===== src/rtl/i3c_daa_seq_pkg.sv =====
// Shared definitions for the slave ENTDAA sequencer: state codes, bit-counter
// landmarks and counter range helpers. DAA_ST_* codes are also consumed by the
// CCC engine for debug and status decode.
package i3c_daa_seq_pkg;

    localparam int unsigned CNT_W = 7;
    localparam int unsigned ST_W  = 3;

    localparam logic [ST_W-1:0] DAA_ST_IDLE     = 3'd0;
    localparam logic [ST_W-1:0] DAA_ST_WAIT_HDR = 3'd1;
    localparam logic [ST_W-1:0] DAA_ST_ID       = 3'd2;
    localparam logic [ST_W-1:0] DAA_ST_DA       = 3'd3;
    localparam logic [ST_W-1:0] DAA_ST_ACK      = 3'd4;
    localparam logic [ST_W-1:0] DAA_ST_LOST     = 3'd5;
    localparam logic [ST_W-1:0] DAA_ST_DONE     = 3'd6;

    typedef enum logic [ST_W-1:0] {
        ST_IDLE     = DAA_ST_IDLE,
        ST_WAIT_HDR = DAA_ST_WAIT_HDR,
        ST_ID       = DAA_ST_ID,
        ST_DA       = DAA_ST_DA,
        ST_ACK      = DAA_ST_ACK,
        ST_LOST     = DAA_ST_LOST,
        ST_DONE     = DAA_ST_DONE
    } daa_state_e;

    localparam logic [CNT_W-1:0] CNT_ID_FIRST = 7'h7F;
    localparam logic [CNT_W-1:0] CNT_ID_LAST  = 7'h40;
    localparam logic [CNT_W-1:0] CNT_DA_FIRST = 7'h0F;
    localparam logic [CNT_W-1:0] CNT_PAR      = 7'h08;
    localparam logic [CNT_W-1:0] CNT_ACK      = 7'h07;

    // Counter values legal while shifting the 64-bit ID/BCR/DCR field.
    function automatic logic cnt_in_id(input logic [CNT_W-1:0] c);
        return (c >= CNT_ID_LAST);
    endfunction

    // Counter values legal while receiving the DA and its parity bit.
    function automatic logic cnt_in_da(input logic [CNT_W-1:0] c);
        return (c >= CNT_PAR) && (c <= CNT_DA_FIRST);
    endfunction

endpackage


===== src/rtl/i3c_daa_seq_bitcnt.sv =====
// Loadable, non-wrapping down-counter that provides id64_cnt to the DAA
// datapath, with combinational flags marking the last ID bit and the parity bit.
module i3c_daa_bitcnt
    import i3c_daa_seq_pkg::*;
(
    input  logic             clk_SCL,
    input  logic             RSTn,
    input  logic             i_load,
    input  logic [CNT_W-1:0] i_load_val,
    input  logic             i_dec,
    output logic [CNT_W-1:0] o_cnt,
    output logic             o_id_last_c,
    output logic             o_par_c
);

    logic [CNT_W-1:0] r_cnt;

    // Load has priority over decrement; the counter saturates at zero.
    always_ff @(posedge clk_SCL or negedge RSTn) begin
        if (!RSTn) begin
            r_cnt <= CNT_ID_FIRST;
        end else if (i_load) begin
            r_cnt <= i_load_val;
        end else if (i_dec && (r_cnt != '0)) begin
            r_cnt <= r_cnt - CNT_W'(1);
        end
    end

    assign o_cnt       = r_cnt;
    assign o_id_last_c = (r_cnt == CNT_ID_LAST);
    assign o_par_c     = (r_cnt == CNT_PAR);

endmodule


===== src/rtl/i3c_daa_seq.sv =====
// Slave ENTDAA round sequencer: follows 7E/R header, 64-bit ID arbitration,
// DA + parity and ACK, tracking arbitration loss and re-arming on repeated START.
// Optional macro I3C_DAA_RETRY_CNT_EN limits consecutive parity NACKs to
// MAX_RETRY and adds the daa_retry_gaveup output.
module i3c_daa_seq
    import i3c_daa_seq_pkg::*;
#(
    parameter int unsigned MAX_RETRY = 3,
    parameter int unsigned RETRY_W   = 2
) (
    input  logic             clk_SCL,
    input  logic             RSTn,
    input  logic             entdaa_ccc,
    input  logic             sr_det,
    input  logic             hdr_ack,
    input  logic             da_assigned,
    input  logic             pin_SDA_in,
    input  logic             daa_inp_drv,
    input  logic             daa_inp_bit,
    input  logic             parity_ok,
    output logic             daa_active,
    output logic [CNT_W-1:0] id64_cnt,
    output logic             daa_lost,
    output logic             daa_win,
    output logic [ST_W-1:0]  daa_state
`ifdef I3C_DAA_RETRY_CNT_EN
    ,
    output logic             daa_retry_gaveup
`endif
);

    // Retry counter must be able to represent MAX_RETRY.
    if (MAX_RETRY >= (32'd1 << RETRY_W)) begin : g_retry_w_too_narrow
        $error("i3c_daa_seq: RETRY_W cannot hold MAX_RETRY");
    end

    daa_state_e       r_state;
    daa_state_e       w_state_nxt;
    logic             r_active;
    logic             r_lost;
    logic             r_win;
    logic             w_active_nxt;
    logic             w_lost_nxt;
    logic             w_win_nxt;
    logic             w_go_idle;
    logic             w_cnt_load;
    logic [CNT_W-1:0] w_cnt_ld_val;
    logic             w_cnt_dec;
    logic [CNT_W-1:0] w_cnt;
    logic             w_id_last;
    logic             w_par;
    logic             w_loss;

`ifdef I3C_DAA_RETRY_CNT_EN
    logic [RETRY_W-1:0] r_retry;
    logic [RETRY_W-1:0] w_retry_nxt;
    logic               r_gaveup;
    logic               w_gaveup_nxt;
`endif

    // We released SDA (drove 1) but the bus reads 0: another slave wins this bit.
    assign w_loss = daa_inp_drv & daa_inp_bit & ~pin_SDA_in;

    i3c_daa_bitcnt u_bitcnt (
        .clk_SCL     (clk_SCL),
        .RSTn        (RSTn),
        .i_load      (w_cnt_load),
        .i_load_val  (w_cnt_ld_val),
        .i_dec       (w_cnt_dec),
        .o_cnt       (w_cnt),
        .o_id_last_c (w_id_last),
        .o_par_c     (w_par)
    );

    // State and registered outputs.
    always_ff @(posedge clk_SCL or negedge RSTn) begin
        if (!RSTn) begin
            r_state  <= ST_IDLE;
            r_active <= 1'b0;
            r_lost   <= 1'b0;
            r_win    <= 1'b0;
`ifdef I3C_DAA_RETRY_CNT_EN
            r_retry  <= '0;
            r_gaveup <= 1'b0;
`endif
        end else begin
            r_state  <= w_state_nxt;
            r_active <= w_active_nxt;
            r_lost   <= w_lost_nxt;
            r_win    <= w_win_nxt;
`ifdef I3C_DAA_RETRY_CNT_EN
            r_retry  <= w_retry_nxt;
            r_gaveup <= w_gaveup_nxt;
`endif
        end
    end

    // Next-state, counter control and next output values; abort overrides all.
    always_comb begin
        w_state_nxt  = r_state;
        w_go_idle    = 1'b0;
        w_cnt_load   = 1'b0;
        w_cnt_ld_val = CNT_ID_FIRST;
        w_cnt_dec    = 1'b0;
        w_active_nxt = r_active;
        w_lost_nxt   = r_lost;
        w_win_nxt    = 1'b0;
`ifdef I3C_DAA_RETRY_CNT_EN
        w_retry_nxt  = r_retry;
        w_gaveup_nxt = r_gaveup;
`endif
        if (!entdaa_ccc) begin
            w_go_idle = 1'b1;
        end else begin
            case (r_state)
                ST_IDLE: begin
`ifdef I3C_DAA_RETRY_CNT_EN
                    w_retry_nxt  = '0;
                    w_gaveup_nxt = 1'b0;
`endif
                    if (!da_assigned) begin
                        w_state_nxt = ST_WAIT_HDR;
                    end
                end
                ST_WAIT_HDR: begin
                    if (da_assigned) begin
                        w_state_nxt = ST_DONE;
                    end else if (hdr_ack) begin
                        w_state_nxt  = ST_ID;
                        w_cnt_load   = 1'b1;
                        w_active_nxt = 1'b1;
                    end
                end
                ST_ID: begin
                    if (!cnt_in_id(w_cnt)) begin
                        w_go_idle = 1'b1;
                    end else if (sr_det) begin
                        w_state_nxt  = ST_WAIT_HDR;
                        w_cnt_load   = 1'b1;
                        w_active_nxt = 1'b0;
                    end else if (w_loss) begin
                        w_state_nxt  = ST_LOST;
                        w_active_nxt = 1'b0;
                        w_lost_nxt   = 1'b1;
                    end else if (w_id_last) begin
                        w_state_nxt  = ST_DA;
                        w_cnt_load   = 1'b1;
                        w_cnt_ld_val = CNT_DA_FIRST;
                    end else begin
                        w_cnt_dec = 1'b1;
                    end
                end
                ST_DA: begin
                    if (!cnt_in_da(w_cnt)) begin
                        w_go_idle = 1'b1;
                    end else if (sr_det) begin
                        w_state_nxt  = ST_WAIT_HDR;
                        w_cnt_load   = 1'b1;
                        w_active_nxt = 1'b0;
                    end else begin
                        w_cnt_dec = 1'b1;
                        if (w_par) begin
                            w_state_nxt = ST_ACK;
                        end
                    end
                end
                ST_ACK: begin
                    if (w_cnt != CNT_ACK) begin
                        w_go_idle = 1'b1;
                    end else if (sr_det) begin
                        w_state_nxt  = ST_WAIT_HDR;
                        w_cnt_load   = 1'b1;
                        w_active_nxt = 1'b0;
                    end else if (parity_ok) begin
                        w_state_nxt  = ST_DONE;
                        w_active_nxt = 1'b0;
                        w_win_nxt    = 1'b1;
`ifdef I3C_DAA_RETRY_CNT_EN
                        w_retry_nxt  = '0;
`endif
                    end else begin
                        w_active_nxt = 1'b0;
`ifdef I3C_DAA_RETRY_CNT_EN
                        if (r_retry >= RETRY_W'(MAX_RETRY - 1)) begin
                            w_state_nxt  = ST_DONE;
                            w_gaveup_nxt = 1'b1;
                            w_retry_nxt  = RETRY_W'(MAX_RETRY);
                        end else begin
                            w_state_nxt = ST_WAIT_HDR;
                            w_cnt_load  = 1'b1;
                            w_retry_nxt = r_retry + RETRY_W'(1);
                        end
`else
                        w_state_nxt = ST_WAIT_HDR;
                        w_cnt_load  = 1'b1;
`endif
                    end
                end
                ST_LOST: begin
                    if (sr_det) begin
                        w_state_nxt = ST_WAIT_HDR;
                        w_cnt_load  = 1'b1;
                        w_lost_nxt  = 1'b0;
                    end
                end
                ST_DONE: begin
                end
                default: begin
                    w_go_idle = 1'b1;
                end
            endcase
        end

        if (w_go_idle) begin
            w_state_nxt  = ST_IDLE;
            w_cnt_load   = 1'b1;
            w_cnt_ld_val = CNT_ID_FIRST;
            w_cnt_dec    = 1'b0;
            w_active_nxt = 1'b0;
            w_lost_nxt   = 1'b0;
            w_win_nxt    = 1'b0;
`ifdef I3C_DAA_RETRY_CNT_EN
            w_retry_nxt  = '0;
            w_gaveup_nxt = 1'b0;
`endif
        end
    end

    assign daa_active = r_active;
    assign id64_cnt   = w_cnt;
    assign daa_lost   = r_lost;
    assign daa_win    = r_win;
    assign daa_state  = r_state;
`ifdef I3C_DAA_RETRY_CNT_EN
    assign daa_retry_gaveup = r_gaveup;
`endif

endmodule


===== config.mk =====
export PLATFORM = sky130hd
export DESIGN_NAME = i3c_daa_seq
export DESIGN_NICKNAME = d
export VERILOG_FILES = /design/src/rtl/i3c_daa_seq_pkg.sv /design/src/rtl/i3c_daa_seq_bitcnt.sv /design/src/rtl/i3c_daa_seq.sv
export SDC_FILE = /design/constraint.sdc
export NUM_CORES = 1
export LEC_CHECK = 0
export ABC_AREA = 1
export ABC_CLOCK_PERIOD_IN_PS = 2070
export CORE_ASPECT_RATIO = 1.4
export CORE_MARGIN = 8
export CORE_UTILIZATION = 40
export DETAILED_ROUTE_END_ITERATION = 10
export SETUP_SLACK_MARGIN = 0.15
export SKIP_CTS_REPAIR_TIMING = 1
export SYNTH_ARGS = -nofsm -noshare
export SYNTH_HDL_FRONTEND = slang
export SYNTH_SLANG_ARGS = --single-unit

===== constraint.sdc =====
create_clock -name clk_SCL -period 2.07 [get_ports clk_SCL]
set_input_delay 0.414 -clock clk_SCL [delete_from_list [all_inputs] [get_ports clk_SCL]]
set_output_delay 0.414 -clock clk_SCL [all_outputs]
set_load 0.1 [all_outputs]

==> out/summary.txt <==
RR Startpoint - u_bitcnt.o_cnt[1]
Req. time, crit path - 2.25 ns
Worst R2R Setup Slack - 0.20 ns
vias - 1241
Mapped Area - 1152 um2
dominant synthesized flop cell - dfstp_2
# clock sinks - 13
most used cell, CP - nand2_1
CP Buf/Inv Count - 2
Slew @ Worst Pin - 0.5698 ns
vias in the first global route - 1236
reg2reg end - u_bitcnt.o_cnt[5]
final hold vios - 0
worst-case vdd ir drop - 867.1 uV
number of flops mapped to enable cells by yosys - 0
crit path DAT - 2.05 ns
cell taking the most area after synthesis - dfstp_2
net count reported at finish - 219
Worst setup EP type - flip-flop
post-synthesis sequential area ratio - 28.99%
fmax - 0.5344 GHz
fill count - 287
worst-skew pair later-pin latency - 0.24 ns
met3 wire len - 207 um
HP Start - daa_active
antenna violations before repair - 0
critical path depth - 12
RSZ-0062 raised after global routing - true
Worst Setup Path Type - flip-flop to flip-flop
I/O pins - 23
clock slew seen by the registers of the worst setup and hold paths - 0.05 ns
setup violators final - 0
WHS Endpoint - daa_active
CP max-delay cell - dfstp_4
CP Launch Type - flip-flop
Area Growth Syn to Fin - 43.11%
DRC - 0
H-tree depth - 1
n_diodes - 0
Syn Inst Count - 173
initial core utilization - 40.86%
crit-path leading delay family - simple AND/OR/NAND/NOR gates
Post-DRT Antenna Nets - 0
Final min period - 1.871 ns
worst min-delay path class - flip-flop to flip-flop
Die Area - 4878 um2
global-route wire length before repair - 5.444 mm
R2R depth - 12
worst path cell trace - ha_4 > nand3_1 > nor2_2 > buf_4 > nand2_1 > nand3_2 > nor2_4 > nand2_4 > inv_2 > nand2_2 > nand2_1 > nand2_1
Register Area - 360.3 um2
gpl congestion - 0.8854
status - complete, no violations
Pwr Density - 1354 nW/um2
synth top area cells - dfstp_2 16%, nand2_1 14%, dfrtp_1 13%, nand3_1 12%, nor2_1 7.8%
Crit Path Max Fanout - 5
Vias/cell - 5.128
Buffers on Ports - 22
Num CTS Buffers - 3
Post-synth top cells - 42 x nand2_1, 28 x nand3_1, 24 x nor2_1
dpl hpwl - 2.800 mm
Max stage delay on crit path - 0.67 ns
Hold Path Stages - 2
async set or reset register ratio after synthesis - 100.0%
area occupied by multi-input gates - 794.5 um2
CTS tree - built
die width - 61.36 um
uppermost layer routed - met4
largest net degree at the start of global routing - 14
Netlist cell types - 28
Final TNS setup - 0 ns
Die Y - 79.51 um
register bit total from synthesis - 13
MaxCap Viol Count - 0
TritonRoute pass-1 iters - 4
relative slew slack - 61.89%
clk root buf - clkbuf_8
crit share post-route - 90.41%
met2 wire length - 1.941 mm
DP Cell Count - 234
Max Root-Sink Buffers - 2
syn nets - 186
Clock Skew - 0.002694 ns
gr usage total - 14.94%
Avg WL per Cell - 14.27 um
Yosys Warn Count - 0
fin cells - 242
cell with the most instances after synthesis - nand2_1
Rows - 23
Post-Route WL - 3.454 mm
share of layout cells above drive strength 1 - 32.20%
Core Region - 2820 um2
DR iter-0 viols - 63
Synth Area per Inst - 6.661 um2
met1 WL - 1.196 mm
Yosys top cell area share - 15.96%
P_leak - 0.8050 nW
Congestion Overflow GR - 0
pins over their slew limit - 0
-- area by class of cell --
type	instances	area share (%)
repair buffers	27	18.97
flip-flops and latches	13	21.85
multi-input cells	137	48.18
well taps	37	2.807
inverters	24	5.463
clock buffers	4	2.731
-- placed cells by master, fill, tap and decap left out, types with 3 or more instances in the layout --
master,Yosys,layout
nand2_1,42,41
nand3_1,28,26
nor2_1,24,22
inv_1,17,17
buf_4,0,11
clkdlybuf4s50_1,0,9
inv_2,7,7
buf_12,0,7
dfstp_4,0,6
nor2_2,3,5
nor3_1,5,4
nand3_2,2,4
o21ai_1,4,4
nand2_4,1,4
a21oi_1,4,4
nand2_2,5,3
nor2_4,2,3
clkbuf_8,0,3
dfrtp_1,6,3
dfrtp_2,0,3
-- state kept, by name, indices dropped and copies added, names as in the netlist --
name,count
u_bitcnt.o_cnt,7
daa_state,3
daa_active,1
daa_lost,1
daa_win,1
-- layer usage --
metal	global-route usage [%]	vias to the layer above
met5	0	-
met4	7.780	0
met3	4.516	13
met2	28.05	44
met1	13.41	563
li1	-	621
-- power by group --
group          internal [mW]  switching, mW  leakage (nW)  total, mW
logic                  0.463           1.02         0.631       1.49
registers              0.378          0.147         0.151      0.525
clock network          0.136         0.0862        0.0228      0.222
total                  0.977           1.26         0.805       2.23
-- metrics by stage --
step | hold WS (ns) | instance area (um2) | setup WS, ns | utilization (%) | total power [mW]
floorplan | 0.1184 | 1196 | 0.1494 | - | 1.552
global placement | 0.5244 | 1533 | 0.1005 | 54.35 | 1.932
detailed placement | 0.5153 | 1533 | 0.07402 | 54.35 | 1.953
CTS | 0.5292 | 1578 | 0.1532 | 55.95 | 2.184
global route | 0.5539 | 1649 | 0.09967 | 58.47 | 2.372
finish | 0.5322 | 1649 | 0.1986 | 58.47 | 2.233
-- worst register-to-register path, stage by stage, from the launching register on --
cell and delay, ns:
dfstp_4 0.67, ha_4 0.14, nand3_1 0.08, nor2_2 0.15, buf_4 0.15, nand2_1 0.06, nand3_2 0.10, nor2_4 0.06
nand2_4 0.10, inv_2 0.06, nand2_2 0.08, nand2_1 0.07, nand2_1 0.08
-- cell families (layout without fill, tap and decap cells) --
| family | count (synthesis) | after routing | synth area share (%) |
|---|---|---|---|
| and+or+nand+nor | 117 | 118 | 50.05 |
| buffers and inverters | 24 | 55 | 7.818 |
| AOI/OAI and AO/OA | 13 | 13 | 7.602 |
| DFF | 13 | 13 | 28.99 |
| adders and majority gates | 3 | 3 | 3.258 |
| xor gates and xnor gates | 3 | 3 | 2.281 |
-- worst max path at each step --
| stage | slack, ns | from | to |
|---|---|---|---|
| after floorplan | 0.15 | u_bitcnt.o_cnt[0] | u_bitcnt.o_cnt[5] |
| after global placement | 0.10 | sr_det | u_bitcnt.o_cnt[0] |
| after detailed placement | 0.07 | sr_det | u_bitcnt.o_cnt[5] |
| after CTS | 0.15 | u_bitcnt.o_cnt[0] | daa_state[0] |
| after global routing | 0.1 | u_bitcnt.o_cnt[0] | daa_state[2] |
| final | 0.20 | u_bitcnt.o_cnt[1] | u_bitcnt.o_cnt[5] |
No activity file was read; power rests on OpenSTA's default activity.
